===== src/rtl/axis_zmod_pkg.sv =====
// Shared constants and the packed two-channel sample type for the ZMOD decimator.
package axis_zmod_pkg;

  localparam int CH_WIDTH = 16;
  localparam int SAT_MAX  = 32767;
  localparam int SAT_MIN  = -32768;

  typedef struct packed {
    logic signed [CH_WIDTH-1:0] b;
    logic signed [CH_WIDTH-1:0] a;
  } sample_t;

endpackage


===== src/rtl/axis_zmod_sat_shift.sv =====
// One channel of block-sum post-processing: arithmetic shift, optional rounding, 16-bit saturation.
// Define AXIS_ZMOD_DECIMATOR_ROUNDING_EN for round-half-up; otherwise truncation toward -inf.
module axis_zmod_sat_shift
  import axis_zmod_pkg::*;
#(
  parameter int ACC_WIDTH = 32
) (
  input  logic signed [ACC_WIDTH-1:0] sum,
  input  logic        [4:0]           shift,
  output logic signed [CH_WIDTH-1:0]  result
);

  // One guard bit so the rounding bias cannot wrap a near-full-scale sum.
  localparam int EXT_W = ACC_WIDTH + 1;
  localparam logic signed [EXT_W-1:0] MAX_EXT = EXT_W'(SAT_MAX);
  localparam logic signed [EXT_W-1:0] MIN_EXT = EXT_W'(SAT_MIN);

  logic signed [EXT_W-1:0] ext;
  logic signed [EXT_W-1:0] biased;
  logic signed [EXT_W-1:0] shifted;

  // NOTE: every always_comb output gets a default first so no path can infer a latch.
  always_comb begin
    ext    = {sum[ACC_WIDTH-1], sum};
    biased = ext;
`ifdef AXIS_ZMOD_DECIMATOR_ROUNDING_EN
    if (shift != 5'd0) begin
      biased = ext + $signed((EXT_W'(1) << shift) >> 1);
    end
`endif
    shifted = biased >>> shift;
    if (shifted > MAX_EXT) begin
      result = CH_WIDTH'(SAT_MAX);
    end else if (shifted < MIN_EXT) begin
      result = CH_WIDTH'(SAT_MIN);
    end else begin
      result = shifted[CH_WIDTH-1:0];
    end
  end

endmodule


===== src/rtl/axis_zmod_decimator.sv =====
// Boxcar-average decimator for the ZMOD ADC stream: sum R samples per channel, shift, saturate, emit on AXIS.
// Optional rounding is selected with AXIS_ZMOD_DECIMATOR_ROUNDING_EN (see axis_zmod_sat_shift).
module axis_zmod_decimator
  import axis_zmod_pkg::*;
#(
  parameter int AXIS_TDATA_WIDTH = 32,
  parameter int CNTR_WIDTH       = 16,
  parameter int ACC_WIDTH        = 32
) (
  input  logic                        aclk,
  input  logic                        aresetn,
  input  logic [CNTR_WIDTH-1:0]       cfg_ratio,
  input  logic [4:0]                  cfg_shift,
  input  logic                        s_axis_tvalid,
  input  logic [AXIS_TDATA_WIDTH-1:0] s_axis_tdata,
  input  logic                        m_axis_tready,
  output logic                        m_axis_tvalid,
  output logic [AXIS_TDATA_WIDTH-1:0] m_axis_tdata,
  output logic [31:0]                 sts_drops
);

  sample_t in_s;
  assign in_s = s_axis_tdata[2*CH_WIDTH-1:0];

  logic [CNTR_WIDTH-1:0]       cnt, ratio_q, ratio_now;
  logic [4:0]                  shift_q, shift_now;
  logic signed [ACC_WIDTH-1:0] acc_a, acc_b, sx_a, sx_b, sum_a, sum_b;
  logic                        first, last;

  // Block framing: the first sample of a block picks up fresh cfg and restarts the sum.
  always_comb begin
    first     = (cnt == '0);
    ratio_now = first ? ((cfg_ratio == '0) ? CNTR_WIDTH'(1) : cfg_ratio) : ratio_q;
    shift_now = first ? cfg_shift : shift_q;
    sx_a      = {{(ACC_WIDTH-CH_WIDTH){in_s.a[CH_WIDTH-1]}}, in_s.a};
    sx_b      = {{(ACC_WIDTH-CH_WIDTH){in_s.b[CH_WIDTH-1]}}, in_s.b};
    sum_a     = (first ? '0 : acc_a) + sx_a;
    sum_b     = (first ? '0 : acc_b) + sx_b;
    last      = (cnt == ratio_now - CNTR_WIDTH'(1));
  end

  logic                        sum_valid;
  logic signed [ACC_WIDTH-1:0] sum_a_q, sum_b_q;
  logic [4:0]                  sum_shift_q;

  // NOTE: sequential state uses non-blocking assignments so every register samples pre-edge values.
  always_ff @(posedge aclk or negedge aresetn) begin
    if (!aresetn) begin
      cnt         <= '0;
      ratio_q     <= '0;
      shift_q     <= '0;
      acc_a       <= '0;
      acc_b       <= '0;
      sum_valid   <= 1'b0;
      sum_a_q     <= '0;
      sum_b_q     <= '0;
      sum_shift_q <= '0;
    end else begin
      sum_valid <= s_axis_tvalid & last;
      if (s_axis_tvalid) begin
        ratio_q <= ratio_now;
        shift_q <= shift_now;
        if (last) begin
          cnt         <= '0;
          acc_a       <= '0;
          acc_b       <= '0;
          sum_a_q     <= sum_a;
          sum_b_q     <= sum_b;
          sum_shift_q <= shift_now;
        end else begin
          cnt   <= cnt + CNTR_WIDTH'(1);
          acc_a <= sum_a;
          acc_b <= sum_b;
        end
      end
    end
  end

  logic signed [CH_WIDTH-1:0] sat_a, sat_b;

  axis_zmod_sat_shift #(.ACC_WIDTH(ACC_WIDTH)) u_sat_a (
    .sum    (sum_a_q),
    .shift  (sum_shift_q),
    .result (sat_a)
  );

  axis_zmod_sat_shift #(.ACC_WIDTH(ACC_WIDTH)) u_sat_b (
    .sum    (sum_b_q),
    .shift  (sum_shift_q),
    .result (sat_b)
  );

  logic    s1_valid;
  sample_t s1_q, out_q;

  // NOTE: datapath registers are reset too, because m_axis_tdata must read 0 out of reset.
  always_ff @(posedge aclk or negedge aresetn) begin
    if (!aresetn) begin
      s1_valid      <= 1'b0;
      s1_q          <= '0;
      out_q         <= '0;
      m_axis_tvalid <= 1'b0;
      sts_drops     <= '0;
    end else begin
      s1_valid <= sum_valid;
      if (sum_valid) begin
        s1_q <= '{b: sat_b, a: sat_a};
      end
      if (s1_valid) begin
        // A word accepted this cycle frees the register for the incoming result.
        if (!m_axis_tvalid || m_axis_tready) begin
          out_q         <= s1_q;
          m_axis_tvalid <= 1'b1;
        end else if (sts_drops != '1) begin
          sts_drops <= sts_drops + 32'd1;
        end
      end else if (m_axis_tready) begin
        m_axis_tvalid <= 1'b0;
      end
    end
  end

  assign m_axis_tdata = AXIS_TDATA_WIDTH'(out_q);

endmodule


===== config.mk =====
export PLATFORM = sky130hd
export DESIGN_NAME = axis_zmod_decimator
export DESIGN_NICKNAME = d
export VERILOG_FILES = /design/src/rtl/axis_zmod_pkg.sv /design/src/rtl/axis_zmod_sat_shift.sv /design/src/rtl/axis_zmod_decimator.sv
export SDC_FILE = /design/constraint.sdc
export NUM_CORES = 1
export LEC_CHECK = 0
export ABC_AREA = 1
export CAP_MARGIN = 20
export CORE_MARGIN = 5
export CORE_UTILIZATION = 60
export CTS_BUF_LIST = sky130_fd_sc_hd__clkbuf_8
export DETAILED_ROUTE_END_ITERATION = 6
export PLACE_DENSITY = 0.81
export SLEW_MARGIN = 20
export SYNTH_ARGS = -nofsm -noshare
export SYNTH_HDL_FRONTEND = slang
export SYNTH_SLANG_ARGS = --single-unit

===== constraint.sdc =====
create_clock -name aclk -period 7.15 [get_ports aclk]
set_input_delay 2.145 -clock aclk [delete_from_list [all_inputs] [get_ports aclk]]
set_output_delay 2.145 -clock aclk [all_outputs]
set_load 0.03 [all_outputs]

==> flow_metrics.tcl, run 1 <==
set metrics [dict create \
    status "finished with violations" \
    violations "DRC" \
    power.internal_mw 3.70 \
    start_util_pct 61.0 \
    path_cells "clkdlybuf4s50_1 -> nor2_1 -> nand2_1 -> nor2_1 -> nand2_1 -> nand3_2 -> nand2_2 -> ha_1 -> nand3_1 -> nor2_2 -> nand3_1 -> nor2_1 -> nand2_1 -> nand2_1 -> nand2_1 -> nor2_1 -> nand2_1 -> nor2_4 -> buf_4 -> nand3_1 -> nand2_1" \
    rsz0062_at_grt "false" \
    synthesis.yosys.warnings 0 \
    antenna_found_initial 0 \
    h-tree-depth 2 \
    synth-simple-area-share_pct 33.9 \
    power_frac_comb_pct 44.4 \
    grt_pass1_wl_microns 85600 \
    drt_iter0_drc 1588 \
    max_stage_delay_ps 490 \
    gp_congestion 0.956 \
    setup_viol 0 \
    crit_family "simple AND/OR/NAND/NOR gates" \
    die_x_microns 190 \
    netSwitchingPower_mw 2.68 \
    slew_violations 0 \
    yosys_register_bits 269 \
    synth-xor-area-share_pct 4.84 \
    path_clk_slew_ps 60 \
    syn_inst 2857 \
    hold_path.class "flip-flop to flip-flop" \
    relSlewSlack_pct 31.4 \
    final_nets 3042 \
    wl_per_cell_microns 15.2 \
    fin_crit_sh_pct 73.0 \
    p_per_area_mw_per_mm2 294 \
    reg2reg_from "cnt[4]" \
    die_y_microns 190 \
    synthArstFlopShare_pct 100 \
    cp_max_fo 40 \
    placed_cell_area_sq_mm 0.0207 \
    pwr-share-clk_pct 25.5 \
    cts_made_buffers 47 \
    cts_hold_buf 0 \
    cp-end-kind "flip-flop" \
    first_global_vias 17500 \
    synthAdderAreaFrac_pct 4.47 \
    dp_hpwl_microns 37900 \
    crit_top_cell "nand2_1" \
    grt_usage_pct 28.2 \
    first_pass_iters 7 \
    maxCapViolations 0 \
    diodes 0 \
    seqPwrFrac_pct 30.0 \
    clock-sinks 269 \
    ys_seq_area_share_pct 34.8 \
    antenna_left 0 \
    cp.required_ps 7650 \
    drc 6 \
    tightest_slew_ps 1030 \
    tns_ps 0 \
    hold_ws_ps 480 \
    skew_ps 17.1 \
    cts_setup_buffers 0 \
    cts_tree "yes" \
    drive_above_1_share_pct 5.56 \
    vias_per_cell 5.60 \
    design_area_sq_mm 0.0217 \
    grt_remaining_overflow 0 \
    synth_compound_area_share_pct 11.5 \
    worstPathArrival_ps 5720 \
    hold_viol_final 0 \
    syn_nets 2982 \
    synth_area_sq_mm 0.0194 \
    synth.area.mux_share_pct 2.68 \
    leakage_nw 11.1 \
    portBuffers 121 \
    ys_types 53 \
    fp.coreArea_sq_mm 0.0317 \
    clk_path_buf_depth 3 \
    path_class "primary input to flip-flop" \
    synth-edff-count 0 \
    period_needed_ps 5220 \
    area_growth_pct 12.4 \
    switching_share_pct 42.0 \
    nFillCells 2782 \
    rows 65 \
    syn_avg_cell_area_sq_um 6.77 \
    synth_top_family_by_area "simple AND/OR/NAND/NOR gates" \
    io_pins 122 \
    wl_microns 51000 \
    grt_max_degree 165 \
    dieArea_sq_mm 0.0359 \
    fin_util_pct 68.6 \
    num_vias 18800 \
    fmax_ghz 0.192 \
    clockRootBuffer "clkbuf_8" \
    path_buf_inv 2 \
    critPathLaunch "cfg_ratio[4]" \
    ir_worst_vdd_v 0.000278 \
    ys.flop_type "dfrtp_1" \
    worstHoldStart "acc_b[14]" \
    startpoint_type "primary input" \
    clk_latency_ps 570 \
    slowest_stage "clkdlybuf4s50_1" \
    cts-resized-gates 0 \
]
-- kinds of logic after synthesis --
logic type,count (synthesis)
and+or+nand+nor,1575
AOI/OAI and AO/OA,411
buffers and inverters,379
DFF,269
xor gates and xnor gates,107
adders and majority gates,68
muxes,48
-- layout by cell type (no fill, tap or decap), drive strengths merged, types with 17 or more instances in the layout --
cell type | Yosys | final
o21ai | 208 | 208
clkdlybuf4s50 | 0 | 119
dfrtp | 269 | 269
inv | 247 | 259
nand4 | 31 | 31
ha | 66 | 66
nand2 | 910 | 910
buf | 47 | 22
xnor2 | 24 | 24
mux2i | 17 | 17
mux2 | 31 | 31
xor2 | 83 | 83
a31oi | 20 | 20
nor3 | 35 | 35
clkbuf | 83 | 58
nor2 | 300 | 300
nand3 | 265 | 265
a21oi | 130 | 130
-- state kept, by name, indices dropped and copies added (netlist names) --
name and cells:
ratio_q 16, acc_a 32, sum_b_q 32, m_axis_tdata 32
shift_q 5, sum_shift_q 5, sts_drops 32, sum_a_q 32
cnt 16, acc_b 32, s1_valid 1, sum_valid 1
m_axis_tvalid 1, s1_q 32
-- power by group through the flow --
stage | sequential [mW] | clock, mW | combinational [mW]
2_1_floorplan | 1.88 | 0 | 2.04
3_3_place_gp | 1.92 | 0 | 2.72
3_5_place_dp | 1.93 | 0 | 2.78
4_1_cts | 1.91 | 1.66 | 2.78
5_1_grt | 1.94 | 1.73 | 3.18
6_report | 1.92 | 1.63 | 2.84
-- layout make-up --
| class | count | area (sq um) | area share, % |
|---|---|---|---|
| Inverter | 249 | 935 | 4.30 |
| Timing Repair Buffer | 141 | 1380 | 6.33 |
| Clock buffer | 58 | 798 | 3.67 |
| Multi-Input combinational cell | 2209 | 11100 | 51.1 |
| Sequential cell | 269 | 6730 | 31.0 |
| Clock inverter | 24 | 284 | 1.31 |
| Tap cell | 402 | 503 | 2.31 |
-- worst min-delay path, delay by kind of cell, from the launching register on --
family	cells	cell delay, ps
flops	1	340
simple gates	2	100
-- per-stage QoR --
stage               instances  total power, mW  worst slack, ps
floorplan                2857             3.93             2900
global placement         3270             4.64             1530
detailed placement       3270             4.71             1400
CTS                      3352             6.36             1990
global route             3352             6.85             1510
finish                   3352             6.38             1930
-- metal layers --
layer  global-route usage, %  vias up  routed length, microns  share of wire (%)
met1                    43.3     8582                   24600                 48
met5                       0        -                       0                  0
li1                        -     9404                       -                  -
met2                    41.4      703                   21200                 41
met3                    5.16       82                    4360                8.6
met4                    6.93        0                     925                1.8
-- Yosys cell counts (all sizes together), types with 7 or more instances --
cell | number | share of area (%)
nor3 | 35 | 0.91
clkbuf | 83 | 1.6
nor4 | 10 | 0.32
a21oi | 130 | 3.4
or2 | 7 | 0.23
buf | 47 | 1.4
xor2 | 83 | 3.8
xnor2 | 24 | 1.1
nand3 | 265 | 6.9
nor2 | 300 | 6.1
mux2 | 31 | 1.8
nand2 | 910 | 18
ha | 66 | 4.3
a31oi | 20 | 0.65
o21ai | 208 | 5.4
o21a | 10 | 0.39
nand4 | 31 | 1.0
o21bai | 10 | 0.39
dfrtp | 269 | 35
and2 | 10 | 0.32
mux2i | 17 | 0.88
inv | 247 | 4.8
-- path summary, 6_finish.rpt --
path | endpoint | slack, ps | depth (start not counted)
hold reg to reg | acc_b[14] | 480 | 2
hold / removal | acc_b[14] | 480 | 2
max in group asynchronous | acc_b[12] | 4440 | 2
min in group asynchronous | sts_drops[1] | 1470 | 1
setup / recovery | sum_b_q[2] | 1930 | 21
setup reg to reg | sum_a_q[19] | 2230 | 19
(Power assumes the default switching activity.)
==> inputs of run 2 (changes only) <==
--- a/config.mk
+++ b/config.mk
@@ -8,10 +8,10 @@
 export ABC_AREA = 1
 export CAP_MARGIN = 20
 export CORE_MARGIN = 5
-export CORE_UTILIZATION = 60
+export CORE_UTILIZATION = 56
 export CTS_BUF_LIST = sky130_fd_sc_hd__clkbuf_8
 export DETAILED_ROUTE_END_ITERATION = 6
-export PLACE_DENSITY = 0.81
+export PLACE_DENSITY = 0.79
 export SLEW_MARGIN = 20
 export SYNTH_ARGS = -nofsm -noshare
 export SYNTH_HDL_FRONTEND = slang
==> constraint.sdc (replaced) <==
create_clock -name aclk -period 4.7 [get_ports aclk]
set_input_delay 1.41 -clock aclk [delete_from_list [all_inputs] [get_ports aclk]]
set_output_delay 1.41 -clock aclk [all_outputs]
set_load 0.03 [all_outputs]
==> run 2 against run 1 <==
Effect of this change: the flow now finishes without violations; count of clock-buffer cells in the layout grew 1; highest routed layer unchanged; first-iteration DRC count grew 12%; power grew 54%; critical path type is now flip-flop to flip-flop; critical path depth grew 4; combinational power grew 56%; worst setup slack lost 1500 ps; global-route usage shrank 0.93 points.
==> flow_metrics.tcl, run 2 (synthesis results as in run 1) <==
set metrics [dict create \
    grt_remaining_overflow 0 \
    slew_violations 0 \
    first_pass_iters 6 \
    cts_tree "yes" \
    dp_hpwl_microns 39800 \
    drive_above_1_share_pct 6.36 \
    p_per_area_mw_per_mm2 446 \
    area_growth_pct 13.9 \
    rsz0062_at_grt "false" \
    dieArea_sq_mm 0.0384 \
    portBuffers 121 \
    relSlewSlack_pct 25.1 \
    final_common_cell "nand2_1" \
    status "finished, final reports clean" \
    skew_ps 30.0 \
    cp.required_ps 5190 \
    die_x_microns 196 \
    fin_crit_sh_pct 90.5 \
    fin_ws_ps 445 \
    cts_setup_buffers 0 \
    clock-sinks 269 \
    h-tree-depth 2 \
    hold_path.class "flip-flop to flip-flop" \
    layout_common_cells "nand2_1 (898), nor2_1 (286), dfrtp_1 (268)" \
    fin_util_pct 64.1 \
    clk_path_buf_depth 3 \
    pwr-share-clk_pct 25.1 \
    hold_viol_final 0 \
    drt_iter0_drc 1783 \
    rows 68 \
    vias_per_cell 5.55 \
    period_needed_ps 4260 \
    cts-resized-gates 0 \
    worstPathArrival_ps 4750 \
    reg2reg_from "cnt[0]" \
    netSwitchingPower_mw 4.19 \
    power.internal_mw 5.63 \
    drc 0 \
    wl_microns 53400 \
    antenna_left 0 \
    tightest_slew_ps 1120 \
    wl_per_cell_microns 15.6 \
    cts_hold_buf 0 \
    num_vias 19000 \
    cts_made_buffers 47 \
    worstHoldStart "acc_b[12]" \
    maxCapViolations 0 \
    total_power_mw 9.82 \
    seqPwrFrac_pct 29.7 \
    power_frac_comb_pct 45.2 \
    antenna_found_initial 1 \
    cp_max_fo 31 \
    leakage_nw 11.2 \
    start_util_pct 56.3 \
    pre_cts_ws_ps 241 \
    tns_ps 0 \
    path_class "flip-flop to flip-flop" \
    ir_worst_vdd_v 0.000390 \
    switching_share_pct 42.7 \
    first_global_vias 17500 \
    grt_max_degree 100 \
    grt_pass1_wl_microns 88000 \
    grt_usage_pct 27.2 \
    clk_latency_ps 610 \
    critPathLaunch "cnt[0]" \
    cp-end-kind "flip-flop" \
    clockRootBuffer "clkbuf_8" \
    fmax_ghz 0.235 \
    setup_viol 0 \
    startpoint_type "flip-flop" \
    path_clk_slew_ps 60 \
    final_nets 3064 \
    fp.coreArea_sq_mm 0.0344 \
    gp_congestion 0.972 \
    die_y_microns 196 \
    io_pins 122 \
]
==> run 2: final timing paths <==
| check | end | slack, ps | cells after the start |
|---|---|---|---|
| max | sum_a_q[30] | 440 | 25 |
| min | acc_b[12] | 480 | 2 |
| max reg2reg | sum_a_q[30] | 440 | 25 |
| min reg2reg | acc_b[12] | 480 | 2 |
| max in group asynchronous | acc_b[13] | 2910 | 2 |
| min in group asynchronous | sts_drops[0] | 790 | 1 |
==> run 2: per-layer routing <==
layer / GRT usage, % / vias up / wire length [microns]
li1: - / 9434 / -
met1: 42.5 / 8875 / 26500
met2: 40.3 / 637 / 22300
met3: 3.76 / 70 / 3670
met4: 6.03 / 0 / 846
met5: 0 / - / 0
==> run 2: final cells by class <==
cell class | count | area, sq um
Inverter | 249 | 935
Antenna cell | 1 | 2.50
Timing Repair Buffer | 163 | 1600
Tap cell | 455 | 569
Sequential cell | 269 | 6730
Multi-Input combinational cell | 2209 | 11100
Fill cell | 3212 | 12300
Clock buffer | 59 | 812
Clock inverter | 24 | 268
==> run 2: power groups by stage <==
stage          clock network, mW  logic [mW]  registers [mW]
2_1_floorplan                  0        3.10            2.87
3_3_place_gp                   0        4.27            2.92
3_5_place_dp                   0        4.33            2.93
4_1_cts                     2.51        4.34            2.91
5_1_grt                     2.61        4.96            2.95
6_report                    2.46        4.44            2.92
==> run 2: worst max-delay path, cell delays in order, from the launching register on <==
cell	delay, ps
dfrtp_1	430
inv_1	170
ha_1	200
nand2_2	110
nor2_4	320
nand2_4	80
inv_2	180
buf_12	230
buf_4	180
nor2_1	70
ha_1	350
nand2_1	110
nand2_1	80
a31oi_1	220
nand2_1	100
nand2_1	70
nand3_1	130
a21oi_1	270
o21ai_0	120
buf_4	150
nand2_1	80
nand2_1	60
nand2_1	60
nand2_1	120
nand3_1	160
nand2_1	70
==> run 2: stage by stage <==
step                hold slack (ps)  instance area, sq um  std cells
finish                          480                 22000       3429
global placement                454                 21000       3345
detailed placement              465                 21000       3345
global route                    494                 22000       3428
floorplan                       352                 19400       2857
CTS                             481                 22000       3428
